File: src/rtl/pipeline_hazard_ctrl.sv
// pipeline_hazard_ctrl
// Central stall/flush controller for the PC register and the four pipeline
// registers (IF/ID, ID/EX, EX/MEM, MEM/WB). It resolves three hazard sources,
// highest priority first:
//   1. multi-cycle data-memory access (freeze the whole front of the pipe and
//      bubble MEM/WB so the access result is written back only once)
//   2. taken branch/jump in EX (squash IF/ID and ID/EX)
//   3. load-use dependency between EX load and ID reader (one-cycle bubble)
// All stall/flush lines are combinational so they take effect at the same
// rising edge that would otherwise advance the pipeline.
//
// Parameters:
//   MEM_LAT    data-memory latency in cycles (>=1; 1 never freezes)
//   WD_SEL_MEM rf_wd_sel code selecting memory data (identifies loads)
//
// Ports:
//   clk, rst_n                 clock, asynchronous active-low reset
//   global_en                  run enable; when low state holds, outputs 0
//   id_rf_ra0/1, id_use_ra0/1  ID-stage source registers and their use flags
//   ex_rf_we/wa/wd_sel         EX-stage destination info
//   ex_br_taken                EX resolved a taken branch (PC redirect)
//   mem_req                    MEM stage holds a valid dmem access
//   stall_*                    hold PC / IF/ID / ID/EX / EX/MEM
//   flush_*                    bubble IF/ID / ID/EX / MEM/WB
//   ctrl_state                 FSM state (RUN=0, MWAIT=1) for debug display
//   perf_stall_cnt/flush_cnt   performance counters
//
// Optional feature: define HAZARD_PERF_CNT_EN to build the two 32-bit
// performance counters; otherwise both ports read 0 and no flops exist.

module pipeline_hazard_ctrl #(
  parameter int          MEM_LAT    = 2,
  parameter logic [1:0]  WD_SEL_MEM = 2'b10
) (
  input  logic        clk,
  input  logic        rst_n,
  input  logic        global_en,
  input  logic [4:0]  id_rf_ra0,
  input  logic [4:0]  id_rf_ra1,
  input  logic        id_use_ra0,
  input  logic        id_use_ra1,
  input  logic        ex_rf_we,
  input  logic [4:0]  ex_rf_wa,
  input  logic [1:0]  ex_rf_wd_sel,
  input  logic        ex_br_taken,
  input  logic        mem_req,
  output logic        stall_pc,
  output logic        stall_if_id,
  output logic        stall_id_ex,
  output logic        stall_ex_mem,
  output logic        flush_if_id,
  output logic        flush_id_ex,
  output logic        flush_mem_wb,
  output logic [1:0]  ctrl_state,
  output logic [31:0] perf_stall_cnt,
  output logic [31:0] perf_flush_cnt
);

  localparam int CW = $clog2(MEM_LAT) + 1;
  localparam bit MULTI_CYCLE = (MEM_LAT > 1);
  // First MWAIT value: the RUN cycle that detects the access is itself the
  // first freeze cycle, and cnt reaching 0 marks the release cycle.
  localparam logic [CW-1:0] CNT_INIT = MULTI_CYCLE ? CW'(MEM_LAT - 2) : '0;

  typedef enum logic [1:0] {
    RUN   = 2'b00,
    MWAIT = 2'b01
  } state_t;

  state_t          state_reg, state_next;
  logic [CW-1:0]   cnt_reg, cnt_next;
  logic            mem_freeze;
  logic            load_use;

  // ---------------------------------------------------------------------------
  // State register
  // ---------------------------------------------------------------------------
  always_ff @(posedge clk or negedge rst_n) begin
    if (!rst_n) begin
      state_reg <= RUN;
      cnt_reg   <= '0;
    end else begin
      state_reg <= state_next;
      cnt_reg   <= cnt_next;
    end
  end

  // ---------------------------------------------------------------------------
  // Next state and memory freeze. Transitions only happen on enabled cycles;
  // a mem_req in the MWAIT release cycle belongs to the finishing access and
  // therefore does not restart the wait.
  // ---------------------------------------------------------------------------
  always_comb begin
    state_next = state_reg;
    cnt_next   = cnt_reg;
    mem_freeze = 1'b0;
    case (state_reg)
      RUN: begin
        if (mem_req && MULTI_CYCLE) begin
          mem_freeze = 1'b1;
          if (global_en) begin
            state_next = MWAIT;
            cnt_next   = CNT_INIT;
          end
        end
      end
      MWAIT: begin
        if (cnt_reg != '0) begin
          mem_freeze = 1'b1;
          if (global_en) cnt_next = cnt_reg - 1'b1;
        end else if (global_en) begin
          state_next = RUN;
        end
      end
      default: begin
        if (global_en) state_next = RUN;
      end
    endcase
  end

  // ---------------------------------------------------------------------------
  // Load-use detection: one comparator per ID source port. x0 is hard-wired
  // to zero, so a load targeting it can never create a dependency.
  // ---------------------------------------------------------------------------
  logic [4:0] id_ra  [2];
  logic [1:0] id_use;
  logic [1:0] src_hit;

  assign id_ra[0] = id_rf_ra0;
  assign id_ra[1] = id_rf_ra1;
  assign id_use   = {id_use_ra1, id_use_ra0};

  genvar gi;
  generate
    for (gi = 0; gi < 2; gi++) begin : g_src_cmp
      assign src_hit[gi] = id_use[gi] && (id_ra[gi] == ex_rf_wa);
    end
  endgenerate

  assign load_use = ex_rf_we && (ex_rf_wd_sel == WD_SEL_MEM) &&
                    (ex_rf_wa != 5'd0) && (|src_hit);

  // ---------------------------------------------------------------------------
  // Stall/flush outputs, prioritised. A branch seen during a freeze is not
  // acted on; it stays in EX and is replayed once the freeze releases.
  // ---------------------------------------------------------------------------
  always_comb begin
    stall_pc     = 1'b0;
    stall_if_id  = 1'b0;
    stall_id_ex  = 1'b0;
    stall_ex_mem = 1'b0;
    flush_if_id  = 1'b0;
    flush_id_ex  = 1'b0;
    flush_mem_wb = 1'b0;
    if (global_en) begin
      if (mem_freeze) begin
        stall_pc     = 1'b1;
        stall_if_id  = 1'b1;
        stall_id_ex  = 1'b1;
        stall_ex_mem = 1'b1;
        flush_mem_wb = 1'b1;
      end else if (ex_br_taken) begin
        flush_if_id  = 1'b1;
        flush_id_ex  = 1'b1;
      end else if (load_use) begin
        stall_pc     = 1'b1;
        stall_if_id  = 1'b1;
        flush_id_ex  = 1'b1;
      end
    end
  end

  assign ctrl_state = state_reg;

  // ---------------------------------------------------------------------------
  // Performance counters. flush_if_id is driven only by a taken branch, so it
  // identifies branch-driven flush cycles.
  // ---------------------------------------------------------------------------
`ifdef HAZARD_PERF_CNT_EN
  logic [31:0] perf_stall_reg, perf_flush_reg;

  always_ff @(posedge clk or negedge rst_n) begin
    if (!rst_n) begin
      perf_stall_reg <= '0;
      perf_flush_reg <= '0;
    end else begin
      if (global_en && stall_pc)    perf_stall_reg <= perf_stall_reg + 32'd1;
      if (global_en && flush_if_id) perf_flush_reg <= perf_flush_reg + 32'd1;
    end
  end

  assign perf_stall_cnt = perf_stall_reg;
  assign perf_flush_cnt = perf_flush_reg;
`else
  assign perf_stall_cnt = 32'b0;
  assign perf_flush_cnt = 32'b0;
`endif

endmodule

File: config.mk
export PLATFORM = sky130hd
export DESIGN_NAME = pipeline_hazard_ctrl
export DESIGN_NICKNAME = d
export VERILOG_FILES = /design/src/rtl/pipeline_hazard_ctrl.sv
export SDC_FILE = /design/constraint.sdc
export NUM_CORES = 1
export LEC_CHECK = 0
export CAP_MARGIN = 20
export CORE_MARGIN = 2
export CORE_UTILIZATION = 30
export DETAILED_ROUTE_END_ITERATION = 7
export GPL_ROUTABILITY_DRIVEN = 0
export GPL_TIMING_DRIVEN = 1
export PLACE_DENSITY = 0.87
export SKIP_CTS_REPAIR_TIMING = 1
export SLEW_MARGIN = 25
export SYNTH_ARGS = -nofsm -noshare
export SYNTH_HDL_FRONTEND = slang
export SYNTH_SLANG_ARGS = --single-unit
File: constraint.sdc
create_clock -name clk -period 4.8 [get_ports clk]
set_clock_uncertainty 0.05 [all_clocks]
set_input_delay 0.72 -clock clk [delete_from_list [all_inputs] [get_ports clk]]
set_output_delay 0.72 -clock clk [all_outputs]
set_load 0.05 [all_outputs]
-- Word level (Yosys, flattened, before mapping)
Index checks and enable logic that the tools add are counted.
- multiplexer cells: 25
- reduce and logical (&&, ||, !) cells: 12
- add/subtract/negate cells: 1
- eq/ne operators: 9
- operator list (cell ; count):
    $mux W2 ; 8
    $mux W1 ; 14
    $eq A5 B5 Y1 ; 2
    $ne A2 B2 Y1 const B ; 5
    $pmux W2 S2 ; 2
    $logic_and A1 B1 Y1 ; 5
    $reduce_and A5 Y1 ; 1
    $reduce_bool A5 Y1 ; 1
    $reduce_bool A2 Y1 ; 2
    $reduce_and A3 Y1 ; 1
    $eq A2 B1 Y1 const B ; 1
    $eq A2 B2 Y1 const B ; 1
    $logic_not A2 Y1 ; 1
    $pmux W1 S2 ; 1
    $reduce_or A2 Y1 ; 1
    $sub A2 B1 Y2 const B ; 1
- register bits: 4
- word-level logic and storage cells: 49
- input port bits: 25
- output and inout bits: 73

-- Logic depth before layout (Yosys ltp)
Gate-level depths: netlist (run 1).
- depth in word-level cells: 8
- mapped depth: 6
- mapped depth without buffers: 6

-- Least setup slack after synthesis (run 1)
OpenSTA, ideal clock, no wires.
- kind: input -> output
- start: input port ex_rf_wa[3]
- end: output port stall_pc
- arrival time: 2.365 ns
- buffers on the path: 1
- cell stages on the path: 5
- setup slack: 1.665 ns
- data required time: 4.030 ns
- path through: xor2_1 > nor4_2 > a32oi_1 > o21ai_1 > buf_4
- cells in the longest elaborated chain, start to end: 8
- elaborated cells on any way between the ends: 12
- those cells by class: eq/ne: 2; mux: 4; reduce/logical: 6
- RTL lines (item ; RTL line ; RTL):
    start: declaration ; 43 ; input logic [4:0] ex_rf_wa,
    $eq A5 B5 Y1 ; 136 ; assign src_hit[gi] = id_use[gi] && (id_ra[gi] == ex_rf_wa);
    $logic_and A1 B1 Y1 ; 136 ;
    $reduce_or A2 Y1 ; 141 ; (ex_rf_wa != 5'd0) && (|src_hit);
    $logic_and A1 B1 Y1 (*) ; 141 ;
    $mux W1 (*) (4 in a row) ; -- ;
    end: declaration ; 47 ; output logic stall_pc,
Mark *: on every way between the ends. The rest lies on a longest branch, timed or not.

-- Worst setup path in the final report (run 1)
- start: input port ex_rf_wa[3]
- end: output port stall_pc
- cells in the longest elaborated chain, start to end: 8
- elaborated cells on any way between the ends: 12
- those cells by class: eq/ne: 2; mux: 4; reduce/logical: 6
- RTL lines (item ; RTL line ; RTL):
    $eq A5 B5 Y1 ; 136 ;
    $logic_and A1 B1 Y1 ; 136 ;
    $reduce_or A2 Y1 ; 141 ;
    $logic_and A1 B1 Y1 (*) ; 141 ;
    $mux W1 (*) ; 165 ; end else if (load_use) begin
    $mux W1 (*) ; 162 ; end else if (ex_br_taken) begin
    $mux W1 (*) ; 156 ; if (mem_freeze) begin
    $mux W1 (*) ; 155 ; if (global_en) begin
Marked as above.

==> run summary, run 1 <==
- run status: finished, final reports clean
- via count of the first global-routing pass: 398
- Max Transition Viols Final: 0
- maximum buffer depth of the clock tree: 2
- CTS HTree Levels: 1
- hold crit path type: register to register
- final net count: 174
- cells traversed along the worst timing path: clkdlybuf4s50_1 -> xor2_1 -> nor4_2 -> a32oi_1 -> o21ai_1 -> clkdlybuf4s50_1
- DRC violation count after routing: 0
- post-detail-place hpwl: 1220 um
- dominant cell by count in the synthesized netlist: sky130_fd_sc_hd__buf_4
- IR Drop Worst-Case VDD: 0.233 mV
- total of warnings raised by yosys: 0
- top achievable clock speed: 0.279 GHz
- fraction of post-synthesis cell area in the top cell type by area: 58.5%
- Avg Synthesized Cell Area: 7.59 um2
- startpoint class of the critical path: input port
- Reg-to-Reg Start: cnt_reg[0]
- total power: 0.359 mW
- crit share post-route: 74.7%
- setup slack of the worst register-to-register path: 3.48 ns
- endpoint of the lowest-slack register-to-register path: ctrl_state[0]
- post-synthesis sequential area ratio: 8.60%
- Synth Flop Type: sky130_fd_sc_hd__dfrtp_1
- number of buffers inserted by port buffering: 32
- routed wire length per instance: 7.49 um
- clock transition at the registers of the reported paths: 0.04 ns
- routed via count: 584
- antenna cell count: 0
- pin count of the biggest net entering global routing: 7
- die span in y: 58.0 um
- post-synthesis cell type with the largest combined area: sky130_fd_sc_hd__buf_4
- CTS tree: built
- max incr delay on CP: 0.83 ns
- Clock Root Buffer: sky130_fd_sc_hd__clkbuf_4
- total detailed-routing wirelength: 1330 um
- standard-cell rows: 19
- worst hold slack across all endpoints: 0.463 ns
- dominant cells by area after synthesis: sky130_fd_sc_hd__buf_4, sky130_fd_sc_hd__dfrtp_1, sky130_fd_sc_hd__xor2_1
- EDFF count, synth: 0
- starting utilization of the core area: 31.7%
- Synth Instances: 115
- commonest cells in the netlist: sky130_fd_sc_hd__buf_4, sky130_fd_sc_hd__xor2_1, sky130_fd_sc_hd__inv_1, sky130_fd_sc_hd__o21ai_0
- depth of the worst register-to-register path: 5
- global-route wire length before repair: 1640 um
- end of the worst hold path: cnt_reg[1]
- cell area after layout: 988 um2
- worst hold start: cnt_reg[1]
- Hold Violations, Final: 0
- core area: 0.00276 mm2
- asr flop ratio synth: 100%
- number of buffers and inverters on the critical path: 2
- vias per std cell: 3.28
- Synth Cell Area: 873 um2
- layout overhead on the synthesized area: 13.2%
- global-route congestion overflow total: 0
- global-route total usage across every layer: 6.42%
- final setup vio count: 0
- final worst path period need: 3.58 ns
- arrival time of data at the critical path endpoint: 2.81 ns
- cell type with the highest occurrence count on the critical path: sky130_fd_sc_hd__clkdlybuf4s50_1
- hold-critical path depth: 2
- largest fanout on the critical path: 3
- I/O pin count: 98
- maxcap violations: 0
- Final Worst Setup Slack: 1.22 ns
- router iterations before antenna repair: 4
- number of antenna-violating nets in the routed design: 0
- kind of end point of the critical path: primary output
- iteration-0 DRC count of the detailed router: 2
- Post-DP Area: 962 um2
- fraction of final layout cells sized beyond drive strength 1: 4.08%
- initial antenna violation count: 0
- Max stage delay cell, worst path: sky130_fd_sc_hd__clkdlybuf4s50_1
- family of cells with the greatest summed delay on the critical path: buffers and inverters
- leakage: 0.500 nW
- sink count of the clock tree: 3
- final cell count without fillers: 178
- pre-CTS WS: 1.20 ns
- setup tns final: 0 ns
- number of placed instances with taps included: 174
- floorplan die area: 0.00336 mm2
- Crit Path Class: input port to primary output
- register bit total from synthesis: 3
- RSZ-0062 raised after global routing: false
- horizontal die dimension: 58.0 um
- power density over the cells: 363 mW/mm2
- clk_lat worst skew: 0.23 ns
- required time of the critical path: 4.03 ns
- count of different cell masters after synthesis: 24
- cts bufs inserted: 3
- Finished Core Util: 35.8%
- Largest register FFs: 2
-- per-layer routing --
layer	track usage (%)	wire, um	vias to the layer above
li1	-	-	294
met1	6.65	455	243
met2	12.5	709	47
met3	0.223	169	0
met4	3.99	0	0
met5	0	0	-
-- worst max path at each step --
| stage | startpoint | endpoint | cells after the start |
|---|---|---|---|
| final | ex_rf_wa[3] | stall_pc | 6 |
| after global routing | ex_rf_wa[4] | stall_if_id | 6 |
| after global placement | ex_rf_wa[4] | stall_if_id | 6 |
| after floorplan | ex_rf_wa[3] | stall_pc | 5 |
| after detailed placement | ex_rf_wa[4] | stall_if_id | 6 |
| after CTS | ex_rf_wa[4] | stall_if_id | 6 |
-- where the power goes --
part / switching [mW] / total (mW) / leakage [nW] / internal (mW)
clock network: 0.0130 / 0.0442 / 0.0150 / 0.0312
logic: 0.203 / 0.272 / 0.447 / 0.0686
registers: 0.00788 / 0.0426 / 0.0384 / 0.0347
-- worst register-to-register path: stages (launching register included) --
cell	delay, ns
sky130_fd_sc_hd__dfrtp_1	0.38
sky130_fd_sc_hd__inv_1	0.06
sky130_fd_sc_hd__ha_1	0.23
sky130_fd_sc_hd__or2b_1	0.24
sky130_fd_sc_hd__a21bo_2	0.21
sky130_fd_sc_hd__o21ai_0	0.07
-- cell families after synthesis --
| group | Yosys count | synth area share, % |
|---|---|---|
| other cells | 1 | 0.429 |
| fa+ha+maj | 1 | 1.43 |
| simple gates | 17 | 11.7 |
| xor+xnor | 10 | 10.0 |
| compound gates | 11 | 7.59 |
| buf+inv | 72 | 60.2 |
| flops | 3 | 8.60 |
-- final cells by class --
class | instances | area (um2)
Tap cell | 31 | 38.8
Timing Repair Buffer | 32 | 320
Inverter | 4 | 15.0
Sequential cell | 3 | 75.1
Clock buffer | 4 | 26.3
Fill cell | 292 | 1770
Multi-Input combinational cell | 104 | 513
-- cells in the final DEF, fill, tap and decap left out, types with 2 or more instances in the layout --
cell and instances:
sky130_fd_sc_hd__a21oi_1 3, sky130_fd_sc_hd__clkbuf_4 3, sky130_fd_sc_hd__clkdlybuf4s50_1 32, sky130_fd_sc_hd__conb_1 65
sky130_fd_sc_hd__dfrtp_1 3, sky130_fd_sc_hd__inv_1 4, sky130_fd_sc_hd__nand2_1 3, sky130_fd_sc_hd__nand2b_1 2
sky130_fd_sc_hd__nand3b_1 2, sky130_fd_sc_hd__nor2_1 3, sky130_fd_sc_hd__o21ai_0 4, sky130_fd_sc_hd__xnor2_1 2
sky130_fd_sc_hd__xor2_1 8
Note: power is estimated with default switching activity, not from simulation.
==> run 2, diff against run 1 <==
CORE_UTILIZATION = 28   (was 30)
PLACE_DENSITY = 0.82   (was 0.87)
clock period = 3.3 ns   (was 4.8 ns; I/O delays follow)
==> run 2 against run 1 <==
Net effect:
- flip-flop and latch count stayed put
- utilization is 3.1 points lower
- first-iteration DRC count grew to 3.0 times the previous value
- total power is 45% higher
- setup slack worse by 0.70 ns
- register-to-register slack worse by 1.5 ns
- die area is 6.6% higher
- critical endpoint is now stall_ex_mem
==> run summary, run 2 (same netlist as run 1, synthesis figures left out) <==
- run status: finished, final reports clean, unchanged
- sink count of the clock tree: 3, unchanged
- WL met2: 751 um, was 709 um
- filler cell count: 327, was 292
- routed wire length per instance: 7.62 um, was 7.49 um
- via count of the first global-routing pass: 490, was 398
- hold crit path type: input port to async pin, was register to register
- global-route wire length before repair: 1810 um, was 1640 um
- power density over the cells: 528 mW/mm2, was 363 mW/mm2
- final setup vio count: 0, unchanged
- Largest register FFs: 2, unchanged
- startpoint class of the critical path: register, was input port
- Max stage delay cell, worst path: sky130_fd_sc_hd__clkdlybuf4s50_1, unchanged
- antenna cell count: 0, unchanged
- initial antenna violation count: 0, unchanged
- total detailed-routing wirelength: 1370 um, was 1330 um
- source of the critical timing path: cnt_reg[0], was ex_rf_wa[3]
- met3 wire len: 230 um, was 169 um
- global-route congestion overflow total: 0, unchanged
- routed via count: 604, was 584
- standard-cell rows: 20, was 19
- pin count of the biggest net entering global routing: 7, unchanged
- clock transition at the registers of the reported paths: 0.04 ns, about the same
- largest fanout on the critical path: 4, was 3
- commonest cells after routing, fill and taps aside: sky130_fd_sc_hd__conb_1, sky130_fd_sc_hd__clkdlybuf4s50_1, sky130_fd_sc_hd__xor2_1, unchanged
- core area: 0.00300 mm2, was 0.00276 mm2
- starting utilization of the core area: 29.1%, was 31.7%
- maximum buffer depth of the clock tree: 2, unchanged
- I/O pin count: 98, unchanged
- horizontal die dimension: 59.9 um, was 58.0 um
- DRC violation count after routing: 0, unchanged
- top achievable clock speed: 0.360 GHz
- max incr delay on CP: 0.81 ns, was 0.83 ns
- IR Drop Worst-Case VDD: 0.122 mV, was 0.233 mV
- Max Transition Viols Final: 0, unchanged
- number of buffers inserted by port buffering: 32, unchanged
- wire length the detailed router placed on met1: 389 um, was 455 um
- Hold Violations, Final: 0, unchanged
- global-route total usage across every layer: 6.87%, was 6.42%
- floorplan die area: 0.00358 mm2, was 0.00336 mm2
- CTS tree: built, unchanged
- router iterations before antenna repair: 4, unchanged
- number of antenna-violating nets in the routed design: 0, unchanged
- layout overhead on the synthesized area: 12.6%, was 13.2%
- leading cell type in the layout, fill and taps excluded: sky130_fd_sc_hd__conb_1, unchanged
- required time of the critical path: 2.75 ns, was 4.03 ns
- iteration-0 DRC count of the detailed router: 6, was 2
- arrival time of data at the critical path endpoint: 2.24 ns, was 2.81 ns
- final net count: 174, unchanged
- maxcap violations: 0, unchanged
- cell type with the highest occurrence count on the critical path: sky130_fd_sc_hd__inv_1, was sky130_fd_sc_hd__clkdlybuf4s50_1
- cts bufs inserted: 3, unchanged
- setup tns final: 0 ns, unchanged
- fraction of final layout cells sized beyond drive strength 1: 6.12%, was 4.08%
- post-detail-place hpwl: 1290 um, was 1220 um
- vias per std cell: 3.36, was 3.28
- Reg-to-Reg Start: cnt_reg[0], unchanged
- clk_lat worst skew: 0.23 ns, about the same
- cells traversed along the worst timing path: inv_1 -> ha_1 -> or2b_1 -> a21bo_2 -> inv_1 -> clkdlybuf4s50_1, was clkdlybuf4s50_1 -> xor2_1 -> nor4_2 -> a32oi_1 -> o21ai_1 -> clkdlybuf4s50_1
- CTS HTree Levels: 1, unchanged
- final worst path period need: 2.78 ns
- die span in y: 59.9 um, was 58.0 um
- Crit Path Class: register to primary output, was input port to primary output
- leakage: 0.505 nW, was 0.500 nW
- RSZ-0062 raised after global routing: false, unchanged
- crit share post-route: 84.2%
- uppermost routed layer: met3, unchanged
- Finished Core Util: 32.8%, was 35.8%
- kind of end point of the critical path: primary output, unchanged
- Clock Root Buffer: sky130_fd_sc_hd__clkbuf_4, unchanged
==> run 2: per-stage QoR <==
stage	worst slack, ns	cell area [um2]	hold slack (ns)	cells	power [mW]
after floorplan	0.615	1110	0.149	179	0.441
after global placement	0.587	957	0.446	176	0.451
after detailed placement	0.550	957	0.469	176	0.458
after CTS	0.489	983	0.391	180	0.526
after global routing	0.390	983	0.401	180	0.555
final	0.520	983	0.397	180	0.519
==> run 2: power by group <==
group          switching (mW)  internal, mW  total, mW  leakage (nW)
Clock                  0.0179        0.0452     0.0632        0.0150
Sequential             0.0125        0.0505     0.0630        0.0384
Combinational           0.296        0.0967      0.393         0.452
Total                   0.327         0.192      0.519         0.505
==> run 2: routing by layer <==
| layer | vias to the layer above | track usage (%) |
|---|---|---|
| li1 | 293 | - |
| met1 | 256 | 5.44 |
| met5 | - | 0 |
| met3 | 0 | 2.38 |
| met2 | 55 | 14.0 |
| met4 | 0 | 3.81 |
==> run 2: path summary, 6_finish.rpt <==
| kind | endpoint | slack (ns) | cells past startpoint |
|---|---|---|---|
| max in group asynchronous | ctrl_state[0] | 2.66 | 1 |
| max reg2reg | ctrl_state[0] | 1.95 | 5 |
| min | cnt_reg[0] | 0.40 | 1 |
| min reg2reg | cnt_reg[1] | 0.47 | 2 |
| max | stall_ex_mem | 0.52 | 6 |
| min in group clk | cnt_reg[1] | 0.47 | 2 |
==> run 2: critical path, delay by kind of cell, from the launching register on <==
kind / cells / cell delay [ns]
AND/OR/NAND/NOR: 1 / 0.24
buffers and inverters: 3 / 0.95
AO/OA/AOI/OAI: 1 / 0.21
adder cells (fa/ha/maj): 1 / 0.23
flip-flops: 1 / 0.38
==> run 2: area by class of cell <==
type | instances | area [um2] | area share [%]
multi-input combinational | 104 | 513 | 52.2
tap | 33 | 41.3 | 4.20
sequential | 3 | 75.1 | 7.63
timing repair buffer | 32 | 313 | 31.8
clock buffer | 4 | 26.3 | 2.67
inverter | 4 | 15.0 | 1.53
